[src/rtl/gpmc_async_bridge.sv]
// rtl/gpmc_async_bridge.sv - GPMC asynchronous non-muxed device bridge to a single-outstanding local bus
//
// Oversamples the GPMC strobes in the clk domain. Each GPMC read or write
// becomes one local-bus request. wait_o stalls the host while the request
// is open. data_oe enables the pad drivers during a read data phase.
//
// Ports:
//   clk, rst            fabric clock; asynchronous active-high reset
//   cs_n, oe_n_re_n,    GPMC strobes, active low, asynchronous to clk
//   we_n
//   be0_n_cle, be1_n    GPMC byte enables, active low
//   addr, data_i        GPMC address and write data from the pads
//   data_o, data_oe     read data and output enable to the pads
//   wait_o              GPMC wait, high = stall
//   lb_req, lb_we,      local-bus request; held until lb_ack
//   lb_addr, lb_wdata,
//   lb_be
//   lb_ack, lb_rdata    local-bus completion pulse and read data
//   err                 single-cycle error pulse
//
// Optional feature macro: GPMC_TIMEOUT_EN. When it is defined, a local
// request left without lb_ack for TIMEOUT_CYCLES is completed by the bridge.
// In that case a read returns 16'hDEAD.

module gpmc_async_bridge #(
  parameter int ADDR_WIDTH     = 16,
  parameter int DATA_WIDTH     = 16,
  parameter int TIMEOUT_CYCLES = 255
) (
  input  logic                  clk,
  input  logic                  rst,
  input  logic                  cs_n,
  input  logic                  oe_n_re_n,
  input  logic                  we_n,
  input  logic                  be0_n_cle,
  input  logic                  be1_n,
  input  logic [ADDR_WIDTH-1:0] addr,
  input  logic [DATA_WIDTH-1:0] data_i,
  output logic [DATA_WIDTH-1:0] data_o,
  output logic                  data_oe,
  output logic                  wait_o,
  output logic                  lb_req,
  output logic                  lb_we,
  output logic [ADDR_WIDTH-1:0] lb_addr,
  output logic [DATA_WIDTH-1:0] lb_wdata,
  output logic [1:0]            lb_be,
  input  logic                  lb_ack,
  input  logic [DATA_WIDTH-1:0] lb_rdata,
  output logic                  err
);

  if (TIMEOUT_CYCLES < 2) begin : g_bad_timeout
    $error("TIMEOUT_CYCLES must be at least 2");
  end

  typedef enum logic [2:0] {IDLE, WR_REQ, WR_END, RD_REQ, RD_HOLD} state_t;

  state_t state, state_nx;

  // Strobe synchronisers. The *_d flops hold the previous synced value for
  // edge detection. Everything resets to the inactive (high) level.
  logic [1:0] cs_sync, oe_sync, we_sync;
  logic       oe_d, we_d;
  logic       cs_s, oe_s, we_s;

  always_ff @(posedge clk or posedge rst) begin
    if (rst) begin
      cs_sync <= 2'b11;
      oe_sync <= 2'b11;
      we_sync <= 2'b11;
      oe_d    <= 1'b1;
      we_d    <= 1'b1;
    end else begin
      cs_sync <= {cs_sync[0], cs_n};
      oe_sync <= {oe_sync[0], oe_n_re_n};
      we_sync <= {we_sync[0], we_n};
      oe_d    <= oe_s;
      we_d    <= we_s;
    end
  end

  assign cs_s = cs_sync[1];
  assign oe_s = oe_sync[1];
  assign we_s = we_sync[1];

  logic we_fall, oe_fall, start_wr, start_rd;
  logic in_req, aborted, abort_now, done, timed_out;
  logic [DATA_WIDTH-1:0] rd_result;

  assign we_fall  = we_d & ~we_s;
  assign oe_fall  = oe_d & ~oe_s;
  assign start_wr = (state == IDLE) & ~cs_s & we_fall;
  assign start_rd = (state == IDLE) & ~cs_s & oe_fall & ~we_fall;
  assign in_req   = (state == WR_REQ) | (state == RD_REQ);
  assign done     = in_req & (lb_ack | timed_out);

  // If the host drops cs_n while a request is open, the request still runs
  // to completion on the local side, but its result never reaches the pads.
  assign abort_now = aborted | cs_s;

`ifdef GPMC_TIMEOUT_EN
  localparam int CNT_W = ($clog2(TIMEOUT_CYCLES + 1) < 8) ? 8 : $clog2(TIMEOUT_CYCLES + 1);
  localparam logic [15:0] TIMEOUT_DATA = 16'hDEAD;

  logic [CNT_W-1:0] to_cnt;

  // The count is 0 in the first request cycle. The bridge completes the
  // request itself on the TIMEOUT_CYCLES-th cycle without an ack.
  always_ff @(posedge clk or posedge rst) begin
    if (rst)          to_cnt <= '0;
    else if (!in_req) to_cnt <= '0;
    else              to_cnt <= to_cnt + 1'b1;
  end

  assign timed_out = in_req & ~lb_ack & (to_cnt == CNT_W'(TIMEOUT_CYCLES - 1));
  assign rd_result = timed_out ? DATA_WIDTH'(TIMEOUT_DATA) : lb_rdata;
`else
  assign timed_out = 1'b0;
  assign rd_result = lb_rdata;
`endif

  always_ff @(posedge clk or posedge rst) begin
    if (rst) state <= IDLE;
    else     state <= state_nx;
  end

  always_comb begin
    state_nx = state;
    case (state)
      IDLE: begin
        if (start_wr)      state_nx = WR_REQ;
        else if (start_rd) state_nx = RD_REQ;
      end
      WR_REQ:  if (done) state_nx = abort_now ? IDLE : WR_END;
      WR_END:  if (we_s || cs_s) state_nx = IDLE;
      RD_REQ:  if (done) state_nx = abort_now ? IDLE : RD_HOLD;
      RD_HOLD: if (oe_s || cs_s) state_nx = IDLE;
      default: state_nx = IDLE;
    endcase
  end

  // The request strobes are decoded from the state. They drop on the same
  // edge that consumes lb_ack, and they clear asynchronously with rst.
  assign lb_req = in_req;
  assign lb_we  = (state == WR_REQ);

  always_ff @(posedge clk or posedge rst) begin
    if (rst) begin
      aborted  <= 1'b0;
      lb_addr  <= '0;
      lb_wdata <= '0;
      lb_be    <= 2'b00;
      data_o   <= '0;
      data_oe  <= 1'b0;
      wait_o   <= 1'b0;
      err      <= 1'b0;
    end else begin
      aborted <= in_req & abort_now;
      // Error sources: both strobes falling together, an ack with no
      // request open, an aborted request completing, or a timeout.
      err <= (start_wr & oe_fall) | (lb_ack & ~in_req) | (done & abort_now) | timed_out;

      if (start_wr || start_rd) begin
        lb_addr  <= addr;
        lb_wdata <= data_i;
        lb_be    <= ~{be1_n, be0_n_cle};
        wait_o   <= 1'b1;
      end

      if (done) begin
        if (state == RD_REQ && !abort_now) begin
          // Keep wait high for one more cycle so that data is on the pads
          // before the host samples the wait release.
          data_o  <= rd_result;
          data_oe <= 1'b1;
        end else begin
          wait_o  <= 1'b0;
        end
      end

      if (state == RD_HOLD) begin
        wait_o <= 1'b0;
        if (oe_s || cs_s) data_oe <= 1'b0;
      end
    end
  end

endmodule

[config.mk]
export PLATFORM = sky130hd
export DESIGN_NAME = gpmc_async_bridge
export DESIGN_NICKNAME = d
export VERILOG_FILES = /design/src/rtl/gpmc_async_bridge.sv
export SDC_FILE = /design/constraint.sdc
export NUM_CORES = 1
export LEC_CHECK = 0
export BUFFER_PORTS_ARGS = -buffer_cell sky130_fd_sc_hd__buf_2
export CORE_MARGIN = 1.5
export CORE_UTILIZATION = 49
export CTS_BUF_LIST = sky130_fd_sc_hd__clkbuf_2
export DETAILED_ROUTE_END_ITERATION = 6
export HOLD_SLACK_MARGIN = 0.02
export PLACE_DENSITY = 0.82
export SLEW_MARGIN = 30
export SYNTH_ARGS = -nofsm -noshare
export SYNTH_HDL_FRONTEND = slang
export SYNTH_SLANG_ARGS = --single-unit
[constraint.sdc]
create_clock -name clk -period 4.6 [get_ports clk]
set_input_delay 0.46 -clock clk [delete_from_list [all_inputs] [get_ports clk]]
set_output_delay 0.46 -clock clk [all_outputs]
set_load 0.05 [all_outputs]
; Word level (Yosys, flattened, before mapping)
; Cells that the tools add are included.
; W data, S select, Z words.
[op_classes]
n_reduce_logical = 8
muxes = 17
n_eq_ne = 9
bitwise_logic = 21
[op_table]
columns = cell, count
row1 = $mux W3, 7
row2 = $pmux W3 S5, 1
row3 = $and A1 B1 Y1, 11
row4 = $mux W1, 8
row5 = $eq A3 B2 Y1 const B, 2
row6 = $ne A2 B2 Y1 const B, 3
row7 = $not A1 Y1, 5
row8 = $reduce_and A5 Y1, 1
row9 = $or A1 B1 Y1, 4
row10 = $eq A3 B1 Y1 const B, 1
row11 = $eq A3 B3 Y1 const B, 1
row12 = $logic_not A3 Y1, 1
row13 = $logic_or A1 B1 Y1, 3
row14 = $ne A3 B3 Y1 const B, 1
row15 = $mux W2, 1
row16 = $ne A2 B1 Y1 const B, 1
row17 = $not A2 Y2, 1
row18 = $reduce_and A2 Y1, 1
row19 = $logic_and A1 B1 Y1, 1
row20 = $logic_not A1 Y1, 1
[word_totals]
ff_bits = 65
in_bits = 56
word_cells = 69
output_inout_bits = 55

; Logic depth before layout (Yosys ltp)
[depth]
word_depth = 9
mapped_depth = 7
mapped_depth_nobuf = 4

; Least setup slack after synthesis
; OpenSTA, ideal clock, no wires.
[synth_timing]
path_type = register to output
from = reg state[2]
to = out lb_we
path_slack_ns = 2.436
arrival_ns = 1.704
n_path_buf = 1
path_stages_with_launch = 3
required_ns = 4.140
path_cell_list = dfrtp_1 -> buf_6 -> nor3b_1
[synth_via]
elab_chain_cells = 1
[synth_rtl]
columns = element, line_no
row1 = start: declaration, 58  ; state_t state, state_nx;
row2 = start signal: assignment, 124  ; else state <= state_nx;
row3 = $eq A3 B1 Y1, 145  ; assign lb_we = (state == WR_REQ);
row4 = end: declaration, 43  ; output logic lb_we,
; No other way between the ends.

; Final worst setup path
[layout_timing]
from = reg state[0]
to = out lb_we
; Same word-level chain as after synthesis.

==> reports/metrics.yaml <==
outcome:
  status: "completed"
cts:
  htreeDepth: 3
  cts_made_buffers: 9
  clk_latency_ns: 0.46
  cts_resized: 0
  clk_path_buf_depth: 2
  cts_tree: "done"
  cts.sinks: 65
  path_clk_slew_ns: 0.17
  root_buffer: "clkbuf_2"
worst_setup_path:
  worstSetupEndpointType: "output port"
  critPathRequiredTime_ns: 4.14
  critPathArrivalTime_ns: 1.64
  critical_path_buf_inv_count: 1
  cp_cell_sequence: "nor3b_1, buf_2"
  crit_family: "flip-flops"
  slowest_stage: "dfrtp_1"
  max_stage_delay_ns: 0.54
  cp-start-kind: "register"
  critical_path_class: "reg -> out"
  crit_fanout: 7
floorplanning:
  num_io_pins: 111
  die_x_um: 75.9
  die_h_um: 75.9
  rows: 26
  start_util_pct: 51.0
  die-area_um2: 5760
  core_um2: 5110
place:
  placed_cells: 330
  place_ws_ns: 2.51
  portBuffers: 110
  dp_hpwl_um: 3310
  gp_congestion: 0.784
sta:
  skew_ns: 0.0242
  drv_slew: 0
  layout_setup_ws_ns: 2.50
  finalSetupTns_ns: 0
  hold_viol: 0
  finalSetupViolations: 0
  fin_crit_ns: 2.10
  worst_pin_slew_ns: 0.770
  whs_ns: 0.0883
  period_share_pct: 45.7
  fmax_mhz: 476
  maxSlewHeadroom_pct: 48.7
  rsz0062_at_grt: "false"
power:
  p_leak_nw: 1.74
  finalPower_mw: 2.22
  power.share.sequential_pct: 38.2
  p_sw_share_pct: 47.9
  ir_worst_vdd_mv: 0.440
  power.internal_mw: 1.15
  clock_power_share_pct: 11.4
  power_density_nw_per_um2: 676
  p_sw_mw: 1.06
  pwr-share-comb_pct: 50.4
logic_synthesis:
  netlist_area_um2: 2600
  ys_types: 28
  netlist_instances: 154
  yosys_warnings: 0
  synth_xor_area_share_pct: 0
  ys_ff_latch: 65
  yosysSeqAreaShare_pct: 62.8
  syn_area_per_cell_um2: 16.9
  synth_top_area_share_pct: 54.8
  muxShareOfSynthArea_pct: 26.4
  synth_top_family_by_area: "multiplexers"
  syn-num-nets: 210
  synth-compound-area-share_pct: 2.83
  yosys.area.top_type: "dfrtp_1"
  synth-simple-area-share_pct: 4.32
  synth-adder-area-share_pct: 0
  synth_area_leaders: "dfrtp_1, mux2_4, dfstp_2"
grt:
  gr-total-overflow: 0
  grt.total_usage_pct: 17.3
  antenna_found_initial: 0
  grt_pass1_wl_um: 7700
  grt_start_max_net_pins: 66
  first_global_vias: 1700
cells_and_area:
  fin_cells: 347
  final_nets: 328
  final_layout_size_suffix_gt1_share_pct: 68.2
  area_growth_pct: 26.0
  fill_cells: 406
  antenna-diode-count: 0
detailed_routing:
  first_iter_violations: 40
  drc: 0
  antenna_left: 0
  avgRoutedWirePerCell_um: 13.5
  viasPerCell: 4.74
  firstDrtPassIters: 4
  vias: 1645
  wl_um: 4680
hold_path:
  hp-class: "in -> reg"
job:
  maxCapViolations: 0
-- worst reg2reg max path: cells and delay by family, from the launching register on --
family	cells	cell delay (ns)
multiplexers	1	0.34
AND/OR/NAND/NOR	1	0.08
AO/OA/AOI/OAI	1	0.53
buffers and inverters	1	0.46
flip-flops	1	0.57
-- power by group through the flow --
| stage | clock (mW) | combinational [mW] | sequential [mW] |
|---|---|---|---|
| global placement | 0 | 1.11 | 0.852 |
| global route | 0.290 | 1.16 | 0.874 |
| finish | 0.252 | 1.12 | 0.847 |
| floorplan | 0 | 0.276 | 1.46 |
| detailed placement | 0 | 1.13 | 0.852 |
| CTS | 0.266 | 1.13 | 0.848 |
-- layout make-up --
| class | count | area, um2 | share of cell area [%] |
|---|---|---|---|
| clock buffers | 11 | 55.1 | 1.68 |
| clock inverters | 5 | 22.5 | 0.686 |
| inverters | 6 | 22.5 | 0.686 |
| multi-input cells | 77 | 882 | 26.9 |
| flip-flops and latches | 65 | 1640 | 49.9 |
| well taps | 70 | 87.6 | 2.67 |
| repair buffers | 113 | 576 | 17.5 |
-- path summary, 6_finish.rpt --
check / start / endpoint / slack, ns / cells after the start
worst max-delay path: state[0] / lb_we / 2.50 / 2
worst min-delay path: we_n / we_sync[0] / 0.09 / 1
worst max register to register: we_sync[1] / lb_wdata[7] / 2.51 / 4
worst min register to register: cs_sync[0] / cs_sync[1] / 0.36 / 0
max in group asynchronous: rst / lb_addr[14] / 3.89 / 3
min in group asynchronous: rst / lb_wdata[10] / 0.19 / 3
-- metal layers --
layer	track usage (%)	up-vias	part of all wire, %
met5	0	-	0
met4	9.44	0	1.7
met1	22.3	777	46
li1	-	777	-
met2	26.5	81	45
met3	5.06	10	8.1
-- stage by stage --
| stage | util (%) | instance area (um2) |
|---|---|---|
| 5_1_grt | 64.3 | 3280 |
| 4_1_cts | 64.1 | 3270 |
| 2_1_floorplan | - | 2610 |
| 3_3_place_gp | 62.5 | 3190 |
| 6_report | 64.3 | 3280 |
| 3_5_place_dp | 62.5 | 3190 |
-- flip-flops by register name, indices dropped and copies added (netlist names), 2 cells and up --
| register | cells |
|---|---|
| lb_addr | 16 |
| oe_sync | 2 |
| data_o | 16 |
| lb_wdata | 16 |
| we_sync | 2 |
| state | 3 |
| cs_sync | 2 |
| lb_be | 2 |
-- what timing repair did --
item	in CTS	in global routing
setup buffers	0	0
hold buffers	0	1
endpoints found under the hold margin	0	1
-- cells in the final DEF, fill, tap and decap left out, types with 2 or more instances in the layout --
cell	instances
clkbuf_2	11
o21ai_0	2
inv_2	2
clkinv_2	3
dfrtp_1	57
mux2i_1	2
nor2b_1	3
dfstp_2	8
mux2_2	14
mux2_4	34
buf_4	2
nor3_1	2
clkinv_1	2
buf_2	110
nor2_1	5
inv_1	4
-- kinds of logic (layout without fill, tap and decap cells) --
group           after synthesis  after routing
simple gates                 17             17
mux                          50             50
compound gates               10             10
buf+inv                      12            135
flops                        65             65
-- cell usage after synthesis, drive strengths merged --
library cell,count
a211oi,1
a221oi,1
a31o,1
a31oi,1
a41oi,1
and4,1
buf,6
dfrtp,57
dfstp,8
inv,6
mux2,48
mux2i,2
nand2,1
nand2b,1
nand3,1
nand3b,1
nor2,5
nor2b,3
nor3,2
nor3b,1
nor4,1
o21ai,3
o22a,1
o22ai,1
(Power assumes the default switching activity.)
